===== src/rtl/handshake_arb_pkg.sv =====
// Shared types, defaults and helpers for the round-robin handshake arbiter.
package handshake_arb_pkg;

    localparam int unsigned NUM_REQ_DEF   = 3;
    localparam int unsigned DATA_W_DEF    = 5;
    localparam int unsigned MAX_BURST_DEF = 2;

    typedef logic [$clog2(NUM_REQ_DEF)-1:0] req_idx_t;

    // One downstream beat at the default configuration: source index plus payload.
    typedef struct packed {
        req_idx_t                src;
        logic [DATA_W_DEF-1:0]   data;
    } beat_t;

    // Lock state of the arbiter: free round-robin or holding a burst owner.
    typedef enum logic {
        ARB_FREE   = 1'b0,
        ARB_LOCKED = 1'b1
    } arb_state_e;

    // Increment an index modulo n.
    function automatic int unsigned next_idx(input int unsigned i, input int unsigned n);
        return ((i + 32'd1) >= n) ? 32'd0 : (i + 32'd1);
    endfunction

endpackage


===== src/rtl/rr_priority_pick.sv =====
// Combinational rotating priority search: first set request at or after start.
module rr_priority_pick #(
    parameter int unsigned N     = 3,
    parameter int unsigned IDX_W = (N > 1) ? $clog2(N) : 1
) (
    input  logic [N-1:0]     req,
    input  logic [IDX_W-1:0] start,
    output logic             found,
    output logic [IDX_W-1:0] idx
);

    localparam logic [IDX_W:0] N_W = (IDX_W+1)'(N);

    logic [2*N-1:0] dbl;
    logic [N-1:0]   rot;
    logic [IDX_W:0] off;
    logic [IDX_W:0] sum;

    // Rotate so that bit 0 is the start position, then take the lowest set bit.
    always_comb begin
        dbl   = {req, req} >> start;
        rot   = dbl[N-1:0];
        found = 1'b0;
        off   = '0;
        for (int k = int'(N) - 1; k >= 0; k--) begin
            if (rot[IDX_W'(k)]) begin
                found = 1'b1;
                off   = (IDX_W+1)'(k);
            end
        end
        sum = {1'b0, start} + off;
        if (sum >= N_W) begin
            sum = sum - N_W;
        end
        idx = sum[IDX_W-1:0];
    end

endmodule


===== src/rtl/handshake_rr_arbiter.sv =====
// Round-robin arbiter with bounded burst lock feeding one registered ready/valid stage.
module handshake_rr_arbiter
    import handshake_arb_pkg::*;
#(
    parameter  int unsigned NUM_REQ   = NUM_REQ_DEF,
    parameter  int unsigned DATA_W    = DATA_W_DEF,
    parameter  int unsigned MAX_BURST = MAX_BURST_DEF,
    localparam int unsigned SRC_W     = (NUM_REQ > 1) ? $clog2(NUM_REQ) : 1
) (
    input  logic                      CLK,
    input  logic                      ASYNCRESETN,
    input  logic [NUM_REQ-1:0]        in_valid,
    output logic [NUM_REQ-1:0]        in_ready,
    input  logic [NUM_REQ*DATA_W-1:0] in_data,
    output logic                      out_valid,
    input  logic                      out_ready,
    output logic [DATA_W-1:0]         out_data,
    output logic [SRC_W-1:0]          out_src
);

    localparam int unsigned     BC_W       = $clog2(MAX_BURST + 1);
    localparam logic [BC_W-1:0] BURST_LAST = BC_W'(MAX_BURST);

    arb_state_e        state_q, state_d;
    logic [SRC_W-1:0]  rr_ptr_q, rr_ptr_d;
    logic [SRC_W-1:0]  owner_q, owner_d;
    logic [BC_W-1:0]   burst_q, burst_d;
    logic [BC_W-1:0]   burst_new;
    logic              out_valid_d;
    logic [DATA_W-1:0] out_data_d;
    logic [SRC_W-1:0]  out_src_d;

    logic [DATA_W-1:0] data_arr [NUM_REQ];
    logic              can_load;
    logic              owner_valid;
    logic              lock_hold;
    logic              drop_release;
    logic              pick_found;
    logic              winner_found;
    logic              accept;
    logic [SRC_W-1:0]  pick_start;
    logic [SRC_W-1:0]  pick_idx;
    logic [SRC_W-1:0]  winner;
    logic [SRC_W-1:0]  owner_next;
    logic [SRC_W-1:0]  winner_next;

    // Unpack the flat payload bus into one entry per requester.
    for (genvar g = 0; g < NUM_REQ; g++) begin : g_unpack
        assign data_arr[g] = in_data[g*DATA_W +: DATA_W];
    end

    rr_priority_pick #(
        .N     (NUM_REQ),
        .IDX_W (SRC_W)
    ) u_pick (
        .req   (in_valid),
        .start (pick_start),
        .found (pick_found),
        .idx   (pick_idx)
    );

    // Winner selection: a valid lock owner keeps the grant, otherwise rotate.
    always_comb begin
        can_load     = !out_valid || out_ready;
        owner_valid  = in_valid[owner_q];
        lock_hold    = (state_q == ARB_LOCKED) && owner_valid;
        drop_release = (state_q == ARB_LOCKED) && !owner_valid;
        owner_next   = SRC_W'(next_idx(32'(owner_q), NUM_REQ));
        // When a lock is dropped, the search restarts just past the old owner.
        pick_start   = (state_q == ARB_LOCKED) ? owner_next : rr_ptr_q;
        winner_found = lock_hold || pick_found;
        winner       = lock_hold ? owner_q : pick_idx;
        winner_next  = SRC_W'(next_idx(32'(winner), NUM_REQ));
        accept       = can_load && winner_found;
        in_ready     = '0;
        for (int i = 0; i < int'(NUM_REQ); i++) begin
            in_ready[i] = accept && (winner == SRC_W'(i));
        end
    end

    // Next-state: lock/burst bookkeeping and output register load.
    always_comb begin
        state_d     = state_q;
        rr_ptr_d    = rr_ptr_q;
        owner_d     = owner_q;
        burst_d     = burst_q;
        burst_new   = '0;
        out_valid_d = out_valid;
        out_data_d  = out_data;
        out_src_d   = out_src;

        if (can_load) begin
            if (drop_release) begin
                state_d  = ARB_FREE;
                rr_ptr_d = owner_next;
                burst_d  = '0;
            end
            if (accept) begin
                out_valid_d = 1'b1;
                out_data_d  = data_arr[winner];
                out_src_d   = winner;
                if (lock_hold) begin
                    burst_new = burst_q + 1'b1;
                end else begin
                    burst_new = BC_W'(1);
                    owner_d   = winner;
                end
                if (burst_new == BURST_LAST) begin
                    state_d  = ARB_FREE;
                    burst_d  = '0;
                    rr_ptr_d = winner_next;
                end else begin
                    state_d  = ARB_LOCKED;
                    burst_d  = burst_new;
                end
            end else begin
                out_valid_d = 1'b0;
            end
        end
    end

    // State and output registers.
    always_ff @(posedge CLK or negedge ASYNCRESETN) begin
        if (!ASYNCRESETN) begin
            state_q   <= ARB_FREE;
            rr_ptr_q  <= '0;
            owner_q   <= '0;
            burst_q   <= '0;
            out_valid <= 1'b0;
            out_data  <= '0;
            out_src   <= '0;
        end else begin
            state_q   <= state_d;
            rr_ptr_q  <= rr_ptr_d;
            owner_q   <= owner_d;
            burst_q   <= burst_d;
            out_valid <= out_valid_d;
            out_data  <= out_data_d;
            out_src   <= out_src_d;
        end
    end

endmodule


===== config.mk =====
export PLATFORM = sky130hd
export DESIGN_NAME = handshake_rr_arbiter
export DESIGN_NICKNAME = d
export VERILOG_FILES = /design/src/rtl/handshake_arb_pkg.sv /design/src/rtl/rr_priority_pick.sv /design/src/rtl/handshake_rr_arbiter.sv
export SDC_FILE = /design/constraint.sdc
export NUM_CORES = 1
export LEC_CHECK = 0
export BUFFER_PORTS_ARGS = -buffer_cell sky130_fd_sc_hd__buf_2
export CAP_MARGIN = 40
export CELL_PAD_IN_SITES_DETAIL_PLACEMENT = 2
export CELL_PAD_IN_SITES_GLOBAL_PLACEMENT = 2
export CORE_ASPECT_RATIO = 1.75
export CORE_MARGIN = 2
export CORE_UTILIZATION = 31
export DETAILED_ROUTE_END_ITERATION = 16
export PLACE_DENSITY_LB_ADDON = 0.3
export SYNTH_ARGS = -nofsm -noshare
export SYNTH_HDL_FRONTEND = slang
export SYNTH_SLANG_ARGS = --single-unit

===== constraint.sdc =====
create_clock -name CLK -period 5.5 [get_ports CLK]
set_input_delay 1.1 -clock CLK [delete_from_list [all_inputs] [get_ports CLK]]
set_output_delay 1.1 -clock CLK [all_outputs]
set_load 0.05 [all_outputs]

Yosys cells after proc, flatten, opt, wreduce, memory -nomap -nowiden
Index checks and enable logic that the tools add are counted.

Register bits: 15. Bits of input ports: 21. Logic and storage cells: 65.

Equal/unequal tests: 3. Bitwise operators: 2. Add/subtract/negate cells: 5. Shift-type cells: 1. $lt $le $gt $ge: 5. Muxes and demuxes: 27. Reduce and logical (&&, ||, !) cells: 15.

Operator list (number): two-way mux 2 bit (16); binary-select mux 5 bit (select 2 bit) (1); two-way mux 5 bit (2); >= comparator 3 x 2 -> 1 bit, second input constant (3); two-way mux 1 bit (7); adder 2 x 1 -> 3 bit, second input constant (2); logical AND 1 bit (6); right shift 6 x 2 -> 2 bit (1); equality test 2 bit, second input constant (2); AND reduction 2 bit (2); adder 2 x 2 -> 3 bit (1); >= comparator 3 bit, second input constant (1); < comparator 2 x 3 -> 1 bit, second input constant (1); inverter 2 -> 3 bit (1); AND reduction 3 bit (1); adder 2 x 1 -> 2 bit, second input constant (1); binary-select mux 1 bit (select 2 bit) (1); equality test 2 x 1 -> 1 bit, second input constant (1); logical NOT 1 bit (2); logical NOT 2 bit (1); logical OR 1 bit (2); nonzero test 2 bit (1); subtractor 2 bit, second input constant (1); inverter 1 bit (1).

Depth between registers and ports, before layout
Word-level depth: 16. Depth in mapped cells: 17. Gate-level depth less buffers: 14.

Modules after synthesis
Synthesis repeated with hierarchy kept, for this count alone.

Cells, all modules: 125. Area total of the unflattened synthesis: 1116.1 sq um.

Modules (own cells, without submodules): handshake_rr_arbiter (area an instance 991.0 sq um, sequential area each 375.4 sq um, instances 1, cells an instance 113); rr_priority_pick (area an instance 125.1 sq um, sequential area each 0.0 sq um, instances 1, cells an instance 12).

Worst setup path after synthesis
OpenSTA, ideal clock, no wires.

Path kind: input -> output. Start point: input port in_valid[0]. End point: output port in_ready[2]. Path buffers: 1. Path slack: 0.515 ns. Data required time: 4.400 ns. Arrival time: 3.885 ns. Cell stages on the path: 12. Cell sequence: inv_1 nand3b_1 o221ai_1 ha_1 ha_1 ha_1 or2_2 clkbuf_1 and3_1 a221oi_4 nand2_1 nor2_1.

Longest elaborated chain between the ends: 9. Elaborated cells between the ends (all ways): 16. Those cells by class: 2 x add/sub; 1 x order compare; 1 x eq/ne; 1 x shift; 7 x mux; 4 x reduce/logical.

Ends and longest elaborated chain: from (decl) (RTL line handshake_rr_arbiter.sv:12) `input logic [NUM_REQ-1:0] in_valid,`; right shift 6 x 2 -> 2 bit (RTL line rr_priority_pick.sv:21) `dbl = {req, req} >> start;`; two-way mux 2 bit (2 in a row) (RTL line rr_priority_pick.sv:26) `if (rot[IDX_W'(k)]) begin`; adder 2 x 2 -> 3 bit (RTL line rr_priority_pick.sv:31) `sum = {1'b0, start} + off;`; >= comparator 3 x 2 -> 1 bit / subtractor 2 bit (equally long branches) (RTL line rr_priority_pick.sv:32, rr_priority_pick.sv:33); two-way mux 2 bit (RTL line rr_priority_pick.sv:32) `if (sum >= N_W) begin`; two-way mux 2 bit (RTL line handshake_rr_arbiter.sv:72) `winner = lock_hold ? owner_q : pick_idx;`; equality test 2 bit (RTL line handshake_rr_arbiter.sv:77) `in_ready[i] = accept && (winner == SRC_W'(i));`; logical AND 1 bit (*) (RTL line handshake_rr_arbiter.sv:77); to (decl) (RTL line handshake_rr_arbiter.sv:13) `output logic [NUM_REQ-1:0] in_ready,`.

Mark *: on every way between the ends. The rest lies on a longest branch, timed or not. The select of a mux whose other input is x is not followed.

Worst setup path after layout
Start point: register owner_q[0]. End point: output port in_ready[2].

Longest elaborated chain between the ends: 13. Elaborated cells between the ends (all ways): 20. Those cells by class: 3 x add/sub; 2 x order compare; 1 x eq/ne; 1 x shift; 9 x mux; 4 x reduce/logical.

Ends and longest elaborated chain: from (decl) (RTL line handshake_rr_arbiter.sv:26) `logic [SRC_W-1:0] owner_q, owner_d;`; from (signal assigned) (RTL line handshake_rr_arbiter.sv:135) `owner_q <= owner_d;`; adder 2 x 1 -> 3 bit (RTL line handshake_arb_pkg.sv:24) `return ((i + 32'd1) >= n) ? 32'd0 : (i + 32'd1);`; >= comparator 3 x 2 -> 1 bit (RTL line handshake_arb_pkg.sv:24); two-way mux 2 bit (RTL line handshake_arb_pkg.sv:24); two-way mux 2 bit (RTL line handshake_rr_arbiter.sv:70) `pick_start = (state_q == ARB_LOCKED) ? owner_next : rr_ptr_q;`; right shift 6 x 2 -> 2 bit (RTL line rr_priority_pick.sv:21); two-way mux 2 bit (2 in a row) (RTL line rr_priority_pick.sv:26); adder 2 x 2 -> 3 bit (RTL line rr_priority_pick.sv:31); >= comparator 3 x 2 -> 1 bit / subtractor 2 bit (equally long branches) (RTL line rr_priority_pick.sv:32, rr_priority_pick.sv:33); two-way mux 2 bit (RTL line rr_priority_pick.sv:32); two-way mux 2 bit (RTL line handshake_rr_arbiter.sv:72); equality test 2 bit (RTL line handshake_rr_arbiter.sv:77); logical AND 1 bit (*) (RTL line handshake_rr_arbiter.sv:77).

Marked as above.

==> impl_results.md <==
- CTS tree: done
- Num CTS Buffers: 3
- Synth Register Bits: 15
- Final WS setup: around 0.34 ns
- Run status: finished, final reports clean
- Row count: 30
- Worst-path fanout max: 8
- Clk_lat worst skew: around 0.25 ns
- Die Span Y: just under 90 um
- Final HPWL from detailed placement: about 3.1 mm
- Detailed Route Iter0 Violations: 11
- Fill count: between 400 and 500
- Post-Route Setup TNS: 0 ns
- Post-synthesis async set-or-reset flop share: 100.0%
- Syn Std Cell Area: ~1200 sq um
- Fmax: between 150 and 200 MHz
- Slowest-stage cell, CP: dfrtp_1
- Buffers & Inverters on Critical Path: 1
- WL final: around 3.8 mm
- Root Driver: clkbuf_8
- DR vias: between 1k and 1.5k
- Minimum clock period: between 5 and 6 ns
- Synth unique cells: 48
- Clock tree buffer depth: 2
- Final setup vio count: 0
- Global Route Usage Sum: between 10% and 20%
- Register area share after synthesis: just over 30%
- Cell mode on critical path: ha_1
- Fin crit share: between 90% and 100%
- CP Cell Sequence: nor2b_2 -> mux2i_2 -> xnor2_1 -> nand3b_1 -> o221ai_1 -> ha_1 -> ha_1 -> ha_1 -> or2_2 -> and3_1 -> a221oi_4 -> nand2_1 -> nor2_1 -> buf_2
- Primary FF master, synth: dfrtp_1
- Worst min path class: flip-flop to flip-flop
- Post-CTS Setup Bufs: 0
- Max-slew violations: 0
- IO Port Bufs: 31
- WP data arrival: slightly above 4 ns
- Max_slew headroom: 37.15%
- Post-synth net total: 158
- Sink Count: 15
- Crit path capture type: output pin
- P&R area growth vs syn: 17.96%
- H-tree depth: 1
- Crit path launch type: flip-flop
- DR DRC count: 0
- Via density: around 5.4
- Die span in x: 51.28 um
- Largest delay share family, worst path: simple AND/OR/NAND/NOR gates
- Initial core utilization: approximately a third
- Vias in the first global route: 1,255
- Worst setup path category: flip-flop to output pin
- YS warnings: 0
- Die area: ~4400 sq um
- Final hold slack: between 0.5 and 0.6 ns
- RSZ-0062 raised after global routing: false
- Final Hold Viols: 0
- Routability Congestion: between 0.8 and 0.9
- WL per Instance: around 18 um
- Placed cell area: approximately 1400 sq um
- Initial antenna violation count: 0
- Core Area: ~3800 sq um
- Pin count of the biggest net entering global routing: 17
- Tightest Pin Transition: roughly 0.94 ns
- First-pass GRT wire length: about 6.3 mm
- Antenna viol nets, final: 0
- Clock transition at path regs: 0.07 ns
- Post-cts hold buffer count: 0
- Post-synth EDFFs: 0
- Finished Cell Area: between 1000 and 1500 sq um
- Max-cap violations: 0
- Layout Skew: slightly below 0.006 ns
- CP required: 4.40 ns
- Pre-antenna DRT Iters: 2
- Antenna diodes: 0
- Largest stage delay on the critical path: 0.46 ns
- Fin nets: 186
- Mean Syn Cell Area: just over 9 sq um
- Placement Setup Slack: 0.4508 ns
- Cell count after synthesis: 134
- GR Overflow Total: 0
- Layout cell share with drive strength beyond 1: 30.43%
- Post-cts gate resize count: 0
- I/O Pins: 32
==> Yosys cell counts, drive strengths merged (2+ instances only) <==
| master | count | area share [%] |
|---|---|---|
| mux2i | 2 | 2.0 |
| nand2b | 5 | 2.6 |
| nand2 | 16 | 5.0 |
| buf | 3 | 2.3 |
| o31ai | 2 | 1.7 |
| nor2 | 16 | 5.0 |
| a31oi | 2 | 2.3 |
| o21ai | 5 | 2.1 |
| and2 | 3 | 1.8 |
| nor4 | 2 | 3.5 |
| clkbuf | 5 | 1.5 |
| a211oi | 3 | 2.9 |
| mux2 | 6 | 5.6 |
| nand3b | 2 | 1.2 |
| nor3 | 5 | 2.1 |
| ha | 3 | 3.1 |
| inv | 6 | 1.9 |
| nor2b | 3 | 1.8 |
| nand3 | 2 | 0.83 |
| dfrtp | 15 | 31 |
| a221o | 5 | 4.1 |
| a21oi | 6 | 2.5 |
==> logic make-up (layout without fill, tap and decap cells) <==
kind of cell	after synthesis	after routing	share of synthesized area, %
xor+xnor	2	2	1.445
flops	15	15	30.96
other cells	1	1	0.3093
fa+ha+maj	3	3	3.096
compound gates	32	32	24.25
buf+inv	14	41	5.675
simple gates	59	59	26.73
mux	8	8	7.533
==> path summary, 6_finish.rpt <==
check                                        from                       to  slack (ns)  depth (start not counted)
min in group asynchronous             ASYNCRESETN  out_data[0]$_DFFE_PN0N_        0.75                          1
max in group asynchronous             ASYNCRESETN   out_src[1]$_DFFE_PN0N_        4.48                          1
hold / removal             out_src[1]$_DFFE_PN0N_   out_src[1]$_DFFE_PN0N_        0.51                          2
setup / recovery           owner_q[0]$_DFFE_PN0P_              in_ready[2]        0.34                         14
hold reg to reg            out_src[1]$_DFFE_PN0N_   out_src[1]$_DFFE_PN0N_        0.51                          2
setup reg to reg           owner_q[0]$_DFFE_PN0P_  out_data[1]$_DFFE_PN0N_        1.33                         13
==> metal layers <==
metal	GRT usage, %	share of wire, %	wire length, um
met1	19.96	36	1374
met2	37.78	60	2263
met5	0	0	0
met3	1.552	2.5	94
met4	4.785	0.96	36
==> worst reg2reg max path, cell delays in order (launching register included) <==
cell and delay [ns]:
dfrtp_1 0.46, nor2b_2 0.21, mux2i_2 0.33, xnor2_1 0.18, nand3b_1 0.13, o221ai_1 0.12
ha_1 0.20, ha_1 0.40, ha_1 0.26, or2_2 0.37, and3_1 0.23, a221oi_4 0.45
mux2_1 0.38, a221o_1 0.32
==> per-stage QoR <==
stage	std cells	util [%]
2_1_floorplan	134	-
3_3_place_gp	205	36.08
3_5_place_dp	205	36.08
4_1_cts	209	37.35
5_1_grt	209	37.35
6_report	209	37.35
==> flip-flops by register name (all words and copies together), names as in the netlist <==
signal     cells
out_data       5
burst_q        2
out_src        2
owner_q        2
rr_ptr_q       2
out_valid      1
state_q        1
==> area by class of cell <==
type / instances / area (sq um) / share of cell area, %
Tap cell: 48 / 60.06 / 4.199
Inverter: 6 / 22.52 / 1.575
Clock buffer: 3 / 41.29 / 2.887
Multi-Input combinational cell: 105 / 768.2 / 53.72
Sequential cell: 15 / 375.4 / 26.25
Timing Repair Buffer: 31 / 155.1 / 10.85
Clock inverter: 1 / 7.507 / 0.5249
==> cells in the final DEF (no fill, tap or decap), types with 2 or more instances in the layout <==
cell type,n
nor3_1,5
nor4_4,2
and2_1,2
nand3b_1,2
inv_1,5
dfrtp_1,15
nand3_1,2
ha_1,3
a21oi_1,6
nand2_1,16
buf_2,31
nand2b_1,5
a221o_1,5
o21ai_0,5
nor2_1,16
a211oi_1,2
mux2_1,5
clkbuf_8,3
nor2b_1,2
Power is not shown: default switching activity piles up to over one toggle a cycle in this logic, so the estimate is an artifact.
